$ cat src/rtl/fetch_pkg.sv
// rtl/fetch_pkg.sv - shared types and constants for the instruction fetch sequencer
package fetch_pkg;

    // Sequencer states
    typedef enum logic [1:0] {
        IDLE  = 2'd0,
        FETCH = 2'd1,
        DRAIN = 2'd2,
        DONE  = 2'd3
    } fetch_state_t;

    localparam int FETCH_DATA_WIDTH  = 32;
    localparam int FETCH_ADDR_WIDTH  = 10;
    localparam int FETCH_QUEUE_DEPTH = 2;
    localparam int FETCH_OCC_WIDTH   = $clog2(FETCH_QUEUE_DEPTH + 1);

endpackage

$ cat src/rtl/fetch_sequencer_if.sv
// rtl/fetch_sequencer_if.sv - fetch-to-decode instruction handshake
// master: instr_valid/instr_data/instr_pc out, instr_ready in (sequencer side)
// slave : instr_valid/instr_data/instr_pc in, instr_ready out (decode side)
import fetch_pkg::*;

interface fetch_sequencer_if #(
    parameter int DATA_WIDTH = FETCH_DATA_WIDTH,
    parameter int ADDR_WIDTH = FETCH_ADDR_WIDTH
) ();
    logic                  instr_valid;
    logic                  instr_ready;
    logic [DATA_WIDTH-1:0] instr_data;
    logic [ADDR_WIDTH-1:0] instr_pc;

    modport master (output instr_valid, output instr_data, output instr_pc, input instr_ready);
    modport slave  (input instr_valid, input instr_data, input instr_pc, output instr_ready);
endinterface

$ cat src/rtl/fetch_queue.sv
// rtl/fetch_queue.sv - 2-entry {pc, data} FIFO with flush
// in : clk, rst_n, flush, push, push_pc, push_data, pop
// out: head_pc, head_data (entry 0), occupancy
module fetch_queue
    import fetch_pkg::*;
#(
    parameter int DATA_WIDTH = FETCH_DATA_WIDTH,
    parameter int ADDR_WIDTH = FETCH_ADDR_WIDTH
) (
    input  logic                       clk,
    input  logic                       rst_n,
    input  logic                       flush,
    input  logic                       push,
    input  logic [ADDR_WIDTH-1:0]      push_pc,
    input  logic [DATA_WIDTH-1:0]      push_data,
    input  logic                       pop,
    output logic [ADDR_WIDTH-1:0]      head_pc,
    output logic [DATA_WIDTH-1:0]      head_data,
    output logic [FETCH_OCC_WIDTH-1:0] occupancy
);
    logic [ADDR_WIDTH-1:0]      pc0, pc1;
    logic [DATA_WIDTH-1:0]      d0, d1;
    logic [FETCH_OCC_WIDTH-1:0] occ, occ_after_pop;
    logic                       pop_ok, push_ok;

    always_comb begin
        pop_ok        = pop && (occ != '0);
        // A full queue still accepts a push when the head leaves in the same cycle.
        push_ok       = push && ((occ < FETCH_OCC_WIDTH'(FETCH_QUEUE_DEPTH)) || pop_ok);
        occ_after_pop = occ - FETCH_OCC_WIDTH'(pop_ok);
    end

    always_ff @(posedge clk or negedge rst_n) begin
        if (!rst_n) begin
            occ <= '0;
            pc0 <= '0;
            pc1 <= '0;
            d0  <= '0;
            d1  <= '0;
        end else if (flush) begin
            occ <= '0;
        end else begin
            if (pop_ok) begin
                pc0 <= pc1;
                d0  <= d1;
            end
            // Later assignment to slot 0 wins over the shift when the queue drains to empty.
            if (push_ok) begin
                if (occ_after_pop == '0) begin
                    pc0 <= push_pc;
                    d0  <= push_data;
                end else begin
                    pc1 <= push_pc;
                    d1  <= push_data;
                end
            end
            occ <= occ_after_pop + FETCH_OCC_WIDTH'(push_ok);
        end
    end

    assign head_pc   = pc0;
    assign head_data = d0;
    assign occupancy = occ;
endmodule

$ cat src/rtl/fetch_sequencer.sv
// rtl/fetch_sequencer.sv - PC sequencer and fetch controller for a 1-cycle synchronous instruction memory
// in : clk, rst_n (async, active-low), start, start_addr, imem_data, redirect_valid, redirect_addr
// out: imem_addr, busy (FETCH/DRAIN), done (DONE)
// dec: fetch_sequencer_if.master (instr_valid/instr_data/instr_pc/instr_ready)
// Optional: FETCH_STALL_CNT_EN adds stall_cnt[15:0], saturating count of stalled valid cycles
module fetch_sequencer
    import fetch_pkg::*;
#(
    parameter int DATA_WIDTH = FETCH_DATA_WIDTH,
    parameter int ADDR_WIDTH = FETCH_ADDR_WIDTH,
    parameter int LAST_ADDR  = 15
) (
    input  logic                  clk,
    input  logic                  rst_n,
    input  logic                  start,
    input  logic [ADDR_WIDTH-1:0] start_addr,
    output logic [ADDR_WIDTH-1:0] imem_addr,
    input  logic [DATA_WIDTH-1:0] imem_data,
    input  logic                  redirect_valid,
    input  logic [ADDR_WIDTH-1:0] redirect_addr,
    fetch_sequencer_if.master     dec,
    output logic                  busy,
`ifdef FETCH_STALL_CNT_EN
    output logic [15:0]           stall_cnt,
`endif
    output logic                  done
);
    fetch_state_t               state, state_nxt;
    logic [ADDR_WIDTH-1:0]      pc, pc_nxt, tag, tag_nxt;
    logic                       inflight;
    logic [FETCH_OCC_WIDTH-1:0] occ;
    logic                       pop, start_ok, flush, issue, room;

    always_comb begin
        pop      = dec.instr_valid && dec.instr_ready;
        start_ok = start && ((state == IDLE) || (state == DONE));
        flush    = redirect_valid && ((state == FETCH) || (state == DRAIN));
        // Words held plus the one in flight, minus the one leaving, must stay below depth.
        room     = (3'(occ) + 3'(inflight)) < (3'(FETCH_QUEUE_DEPTH) + 3'(pop));
        issue    = (state == FETCH) && !flush && room;
    end

    always_comb begin
        state_nxt = state;
        pc_nxt    = pc;
        tag_nxt   = issue ? pc : tag;
        case (state)
            IDLE, DONE: begin
                if (start_ok) begin
                    state_nxt = FETCH;
                    pc_nxt    = start_addr;
                end
            end
            FETCH: begin
                if (flush) begin
                    pc_nxt = redirect_addr;
                end else if (issue) begin
                    pc_nxt = pc + ADDR_WIDTH'(1);
                    if (pc == ADDR_WIDTH'(LAST_ADDR)) state_nxt = DRAIN;
                end
            end
            DRAIN: begin
                if (flush) begin
                    state_nxt = FETCH;
                    pc_nxt    = redirect_addr;
                end else if ((occ == '0) && !inflight) begin
                    state_nxt = DONE;
                end
            end
            default: state_nxt = IDLE;
        endcase
    end

    always_ff @(posedge clk or negedge rst_n) begin
        if (!rst_n) begin
            state    <= IDLE;
            pc       <= '0;
            tag      <= '0;
            inflight <= 1'b0;
        end else begin
            state    <= state_nxt;
            pc       <= pc_nxt;
            tag      <= tag_nxt;
            inflight <= issue;
        end
    end

    fetch_queue #(
        .DATA_WIDTH (DATA_WIDTH),
        .ADDR_WIDTH (ADDR_WIDTH)
    ) u_queue (
        .clk       (clk),
        .rst_n     (rst_n),
        .flush     (flush),
        .push      (inflight),
        .push_pc   (tag),
        .push_data (imem_data),
        .pop       (pop),
        .head_pc   (dec.instr_pc),
        .head_data (dec.instr_data),
        .occupancy (occ)
    );

    assign dec.instr_valid = (occ != '0);
    assign imem_addr       = pc;
    assign busy            = (state == FETCH) || (state == DRAIN);
    assign done            = (state == DONE);

`ifdef FETCH_STALL_CNT_EN
    always_ff @(posedge clk or negedge rst_n) begin
        if (!rst_n) begin
            stall_cnt <= '0;
        end else if (start_ok) begin
            stall_cnt <= '0;
        end else if (dec.instr_valid && !dec.instr_ready && (stall_cnt != 16'hFFFF)) begin
            stall_cnt <= stall_cnt + 16'd1;
        end
    end
`endif
endmodule
$ cat src/flat_wrapper.sv
// flat-port wrapper written by rule: the top's interface ports become plain ports
module fetch_sequencer_flat import fetch_pkg::*;
#(
    parameter int DATA_WIDTH = FETCH_DATA_WIDTH,
    parameter int ADDR_WIDTH = FETCH_ADDR_WIDTH,
    parameter int LAST_ADDR  = 15
)
  (clk, rst_n, start, start_addr, imem_addr, imem_data, redirect_valid, redirect_addr, busy, done, dec_instr_valid, dec_instr_data, dec_instr_pc, dec_instr_ready);
  fetch_sequencer_if #(.DATA_WIDTH(DATA_WIDTH), .ADDR_WIDTH(ADDR_WIDTH)) dec_i ();
  input  logic clk;
  input  logic rst_n;
  input  logic start;
  input  logic [ADDR_WIDTH-1:0] start_addr;
  output logic [ADDR_WIDTH-1:0] imem_addr;
  input  logic [DATA_WIDTH-1:0] imem_data;
  input  logic redirect_valid;
  input  logic [ADDR_WIDTH-1:0] redirect_addr;
  output logic busy;
  output logic done;
  output wire logic [$bits(dec_i.instr_valid)-1:0] dec_instr_valid;
  output wire logic [$bits(dec_i.instr_data)-1:0] dec_instr_data;
  output wire logic [$bits(dec_i.instr_pc)-1:0] dec_instr_pc;
  input wire logic [$bits(dec_i.instr_ready)-1:0] dec_instr_ready;
  assign dec_instr_valid = dec_i.instr_valid;
  assign dec_instr_data = dec_i.instr_data;
  assign dec_instr_pc = dec_i.instr_pc;
  assign dec_i.instr_ready = dec_instr_ready;
  fetch_sequencer #(.DATA_WIDTH(DATA_WIDTH), .ADDR_WIDTH(ADDR_WIDTH), .LAST_ADDR(LAST_ADDR)) u_core (.clk(clk), .rst_n(rst_n), .start(start), .start_addr(start_addr), .imem_addr(imem_addr), .imem_data(imem_data), .redirect_valid(redirect_valid), .redirect_addr(redirect_addr), .dec(dec_i), .busy(busy), .done(done));
endmodule
$ cat config.mk
export PLATFORM = sky130hd
export DESIGN_NAME = fetch_sequencer_flat
export DESIGN_NICKNAME = d
export VERILOG_FILES = /design/src/rtl/fetch_pkg.sv /design/src/rtl/fetch_sequencer_if.sv /design/src/rtl/fetch_queue.sv /design/src/rtl/fetch_sequencer.sv /design/src/flat_wrapper.sv
export SDC_FILE = /design/constraint.sdc
export NUM_CORES = 1
export LEC_CHECK = 0
export BUFFER_PORTS_ARGS = -buffer_cell sky130_fd_sc_hd__buf_2
export CAP_MARGIN = 20
export CORE_UTILIZATION = 35
export CTS_CLUSTER_SIZE = 10
export DETAILED_ROUTE_END_ITERATION = 7
export PLACE_DENSITY = 0.62
export SYNTH_ARGS = -nofsm -noshare
export SYNTH_HDL_FRONTEND = slang
export SYNTH_HIERARCHICAL = 1
export SYNTH_SLANG_ARGS = --single-unit
$ cat constraint.sdc
create_clock -name clk -period 2.7 [get_ports clk]
set_input_delay 0.27 -clock clk [delete_from_list [all_inputs] [get_ports clk]]
set_output_delay 0.27 -clock clk [all_outputs]
set_load 0.02 [all_outputs]
* Yosys cells after proc, flatten, opt, wreduce, memory -nomap -nowiden
Index checks and enable logic that the tools add are counted.
Cells by class: equality and inequality tests 11, reduce and logical (&&, ||, !) cells 21, multiplexer cells 19, bitwise operators 2, add/sub/neg operators 5, $lt $le $gt $ge 2
Operators by type and width (number):
- $mux 32 | 3
- $mux 10 | 7
- $pmux 10 s3 | 1
- $mux 2 | 7
- $add 10x1->10 const B | 1
- $eq 10x4->1 const B | 1
- $logic_and 1x1->1 | 8
- $logic_not 2->1 | 3
- $ne 2x1->1 const B | 3
- $ne 3x1->1 const B | 2
- $pmux 2 s3 | 1
- $reduce_and 3->1 | 2
- $reduce_and 5->1 | 1
- $eq 2x2->1 const B | 2
- $ne 2x2->1 const B | 2
- $add 2x1->3 | 1
- $add 2x1->3 const A | 1
- $logic_or 1x1->1 | 3
- $lt 3x3->1 | 1
- $add 2x1->2 | 1
- $eq 2x1->1 const B | 1
- $logic_not 1->1 | 2
- $lt 2x2->1 const B | 1
- $not 1->1 | 2
- 3 further kinds | 3
Word-level totals: register bits after elaboration 109, word-level logic and storage cells 69, output and inout port bits 55

* Depth between registers and ports, before layout
depth after elaboration 9, mapped depth 11

* By module
Netlist, hierarchy kept.
Modules (own cells, without submodules):
- fetch_queue | sequential area each 2152.1 µm², cells an instance 308, times used 1, area each 3915.0 µm²
- fetch_sequencer | sequential area each 575.6 µm², cells an instance 160, times used 1, area each 1478.9 µm²

* Least setup slack after synthesis
Ideal clock, no wire load.
path type reg2reg, start reg u_core.u_queue.occ[0] (netlist: u_core/u_queue/occupancy[0]), end reg u_core.u_queue.d1[0], data arrival time 2.448 ns, setup slack 0.127 ns, setup time 0.125 ns, clock period less this slack 2.573 ns, cell stages (with the launch flop) 10, cells stage by stage dfrtp_1 -> o21ai_0 -> inv_1 -> o21ai_2 -> inv_1 -> ha_1 -> a21bo_2 -> a221oi_4 -> buf_6 -> mux2_2
On the way: cells in the longest elaborated chain, start to end 7
RTL lines:
- start, declared | line fetch_queue.sv:23 | logic [FETCH_OCC_WIDTH-1:0] occ, occ_after_pop;
- start signal, assigned | line fetch_queue.sv:57 | occ <= occ_after_pop + FETCH_OCC_WIDTH'(push_ok);
- $reduce_bool 2->1 * | line fetch_sequencer.sv:104 | assign dec.instr_valid = (occ != '0);
- $logic_and 1x1->1 * | line fetch_sequencer.sv:35 | pop = dec.instr_valid && dec.instr_ready;
- named net u_core.pop | line fetch_sequencer.sv:32 | logic pop, start_ok, flush, issue, room;
- $logic_and 1x1->1 * | line fetch_queue.sv:27 | pop_ok = pop && (occ != '0);
- $sub 2x1->2 | line fetch_queue.sv:30 | occ_after_pop = occ - FETCH_OCC_WIDTH'(pop_ok);
- $logic_not 2->1 | line fetch_queue.sv:49 | if (occ_after_pop == '0) begin
- $not 1->1 (no line)
- $reduce_and 3->1 (no line) *
- end signal, assigned | line fetch_queue.sv:54 | d1 <= push_data;
- end, declared | line fetch_queue.sv:22 | logic [DATA_WIDTH-1:0] d0, d1;
The timed path passes the listed nets; every way through them passes the cells marked *. A chain may end at the register's enable or synchronous reset.

* Final worst setup path
start reg u_core.u_queue.occ[0] (netlist: u_core/u_queue/occupancy[0]), end reg u_core.u_queue.d1[10]
Same word-level chain as after synthesis.

==> impl_metrics.tcl <==
set metrics [dict create \
    rsz0062_at_grt "false" \
    ctsHtreeMaxLevel 3 \
    timing_hold_violations_final 0 \
    period_share_pct 95.1 \
    powerDensity_nw_per_um2 1200 \
    ys_types 50 \
    rows 45 \
    root_buffer "clkbuf_16" \
    syn_area_um2 5390 \
    peakVddDrop_v 0.000599 \
    dr.pass1.iters 4 \
    synthXorXnorAreaFrac_pct 1.44 \
    synthFlopType "dfrtp_1" \
    synth_edf_count 0 \
    overflow 0 \
    synth_compound_area_share_pct 20.9 \
    die_w_um 126 \
    slew_headroom_pct 50.9 \
    grt_max_degree 45 \
    viasPerCell 5.45 \
    clock_latency_ns 0.35 \
    ant_nets 0 \
    layout-drive-gt1-share_pct 37.3 \
    netlist_instances 468 \
    yosys-top-cells-area "dfrtp_1, mux2_2, a221o_1" \
    synth_area_per_cell_um2 11.5 \
    io_buffers 111 \
    cp-start-kind "register" \
    antenna_cells 0 \
    synthAdderAreaFrac_pct 2.09 \
    grt_use_total_pct 17.3 \
    drv_slew 0 \
    path_class "reg2reg" \
    cts_buffer_depth 2 \
    clk_pin_slew_ns 0.07 \
    numPlacedInstances 744 \
    finalClockSkew_ns 0.00523 \
    vias 4169 \
    synth_top_family_by_area "compound AO/OA/AOI/OAI gates" \
    fmax_mhz 389 \
    worstPathMaxFanout 12 \
    route.detailed.wl_per_inst_um 17.4 \
    cap_violations 0 \
    syn_nets 534 \
    crit_path_end_kind "register" \
    crit_arrival_ns 2.80 \
    stdcell_count 765 \
    coreArea_um2 15100 \
    setup_viol 0 \
    yosys.area_share.simple_pct 6.08 \
    yosysWarningCount 6 \
    cts.sinks 109 \
    status "completed" \
    grt_pass1_vias 4109 \
    io_pins 112 \
    leakage_uw 0.00307 \
    ys_ff_latch 109 \
    synthArstFlopShare_pct 100 \
    dieArea_um2 15900 \
    hpwl_um 8750 \
    start_util_pct 35.6 \
    place_congestion 0.801 \
    cp.required_ns 2.93 \
    total_power_uw 7930 \
    drtIter0Drc 177 \
    cts_tree "yes" \
    numCtsBuffers 9 \
    min_period_ns 2.57 \
    wl_um 13300 \
    chipHeight_um 126 \
    drc 0 \
    synthMuxAreaShare_pct 11.3 \
    ys_seq_area_share_pct 50.6 \
    syn_to_final_growth_pct 22.1 \
    antenna_found_initial 0 \
    synth_top_area_share_pct 50.6 \
    fin_nets 638 \
    yosysTopAreaCell "dfrtp_1" \
    worst_pin_slew_ns 0.734 \
    grt_pass1_wl_um 21500 \
    hold_path_class "in2reg" \
    holdWs_ns 0.164 \
]
[registers in the layout, summed over array words and instances, names as in the netlist]
name	count
u_core/u_queue/d1	32
u_core/inflight	1
u_core/u_queue/head_pc	10
u_core/u_queue/pc1	10
u_core/state	2
u_core/tag	10
u_core/u_queue/head_data	32
u_core/imem_addr	10
u_core/u_queue/occupancy	2
[cells by family after synthesis]
logic type      Yosys count
compound gates          130
buf+inv                  97
xor+xnor                  8
fa+ha+maj                 9
mux                      54
flops                   109
simple gates             61
[cell type report]
type / instances / area [um^2]
fill: 1418 / 8560
sequential: 109 / 2730
multi-input combinational: 263 / 2320
timing repair buffer: 134 / 788
clock buffer: 10 / 239
tap: 188 / 235
inverter: 55 / 206
clock inverter: 6 / 70.1
[layer usage]
metal | routed length, um | share of wire, % | global-route usage [%]
met5 | 0 | 0 | 0
met4 | 170 | 1.3 | 5.03
met3 | 779 | 5.8 | 5.14
met2 | 6210 | 47 | 28.2
met1 | 6170 | 46 | 22.1
[worst max-delay path, stage by stage, from the launching register on]
cell and delay (ns):
dfrtp_1 0.38, o21ai_1 0.17, inv_1 0.13, o21ai_4 0.08
inv_1 0.14, ha_2 0.34, a21bo_2 0.25, a221oi_4 0.29
buf_12 0.16, clkbuf_16 0.17, mux2_2 0.34
[power by group]
part	internal, uW	leakage (uW)	switching [uW]	total, uW
registers	2410	0.00135	544	2950
clock network	751	0.000153	602	1350
logic	1620	0.00156	2000	3630
[stage by stage]
step	TNS, ns	util (%)	worst slack [ns]	area, um^2
5_1_grt	0	43.5	0.0441	6590
4_1_cts	0	43.1	0.00865	6530
6_report	0	43.5	0.132	6590
3_3_place_gp	0	40.8	0.0192	6170
3_5_place_dp	-7.12	40.8	-0.186	6170
2_1_floorplan	0	-	0.127	5390
[final timing paths]
check / cells past startpoint / end / start / slack (ns)
max: 10 / u_core/u_queue/d1[10] / u_core/u_queue/occupancy[0] / 0.13
min reg2reg: 1 / u_core/u_queue/head_data[29] / u_core/u_queue/head_data[29] / 0.51
min in group asynchronous: 2 / u_core/u_queue/head_data[20] / rst_n / 0.46
min: 2 / u_core/u_queue/head_data[19] / imem_data[19] / 0.16
max in group asynchronous: 3 / u_core/u_queue/head_data[10] / rst_n / 1.44
max reg2reg: 10 / u_core/u_queue/d1[10] / u_core/u_queue/occupancy[0] / 0.13
[layout by cell type, fill, tap and decap left out, drive strengths merged, types with 2 or more instances in the layout]
cell type,count
a2111oi,42
a21oi,5
a221o,43
a221oi,7
a31oi,4
and3,3
and4,2
buf,132
clkbuf,11
clkinv,4
dfrtp,109
ha,9
inv,56
mux2,53
nand2,16
nand2b,5
nand3,7
nor2,13
nor2b,4
nor3,2
nor4,2
o21ai,14
o31ai,7
xnor2,5
xor2,3
[Yosys cell counts, types with 2 or more instances]
cell and n:
ha_1 9, nand2b_1 5, inv_1 55, nor2b_1 4
o21ai_1 4, clkbuf_1 27, a221oi_1 6, xnor2_1 4
nor2_1 13, buf_6 5, mux2_2 53, xor2_1 3
a221o_1 43, buf_2 9, nand3_1 6, o21ai_0 8
dfrtp_1 109, a31oi_1 4, and3_1 3, a2111oi_0 42
nand2_1 16, nor3_1 2, a21oi_1 5, o31ai_1 7
[what timing repair did]
item / in CTS / in global routing
endpoints found under the setup margin: 42 / 84
cloned: 1 / 1
hold buffers: 1 / 0
gates resized for setup: 4 / 6
setup buffers: 0 / 2
pin swaps: 2 / 2
hold endpoints to repair: 41 / 0
No activity file was read; power rests on OpenSTA's default activity.
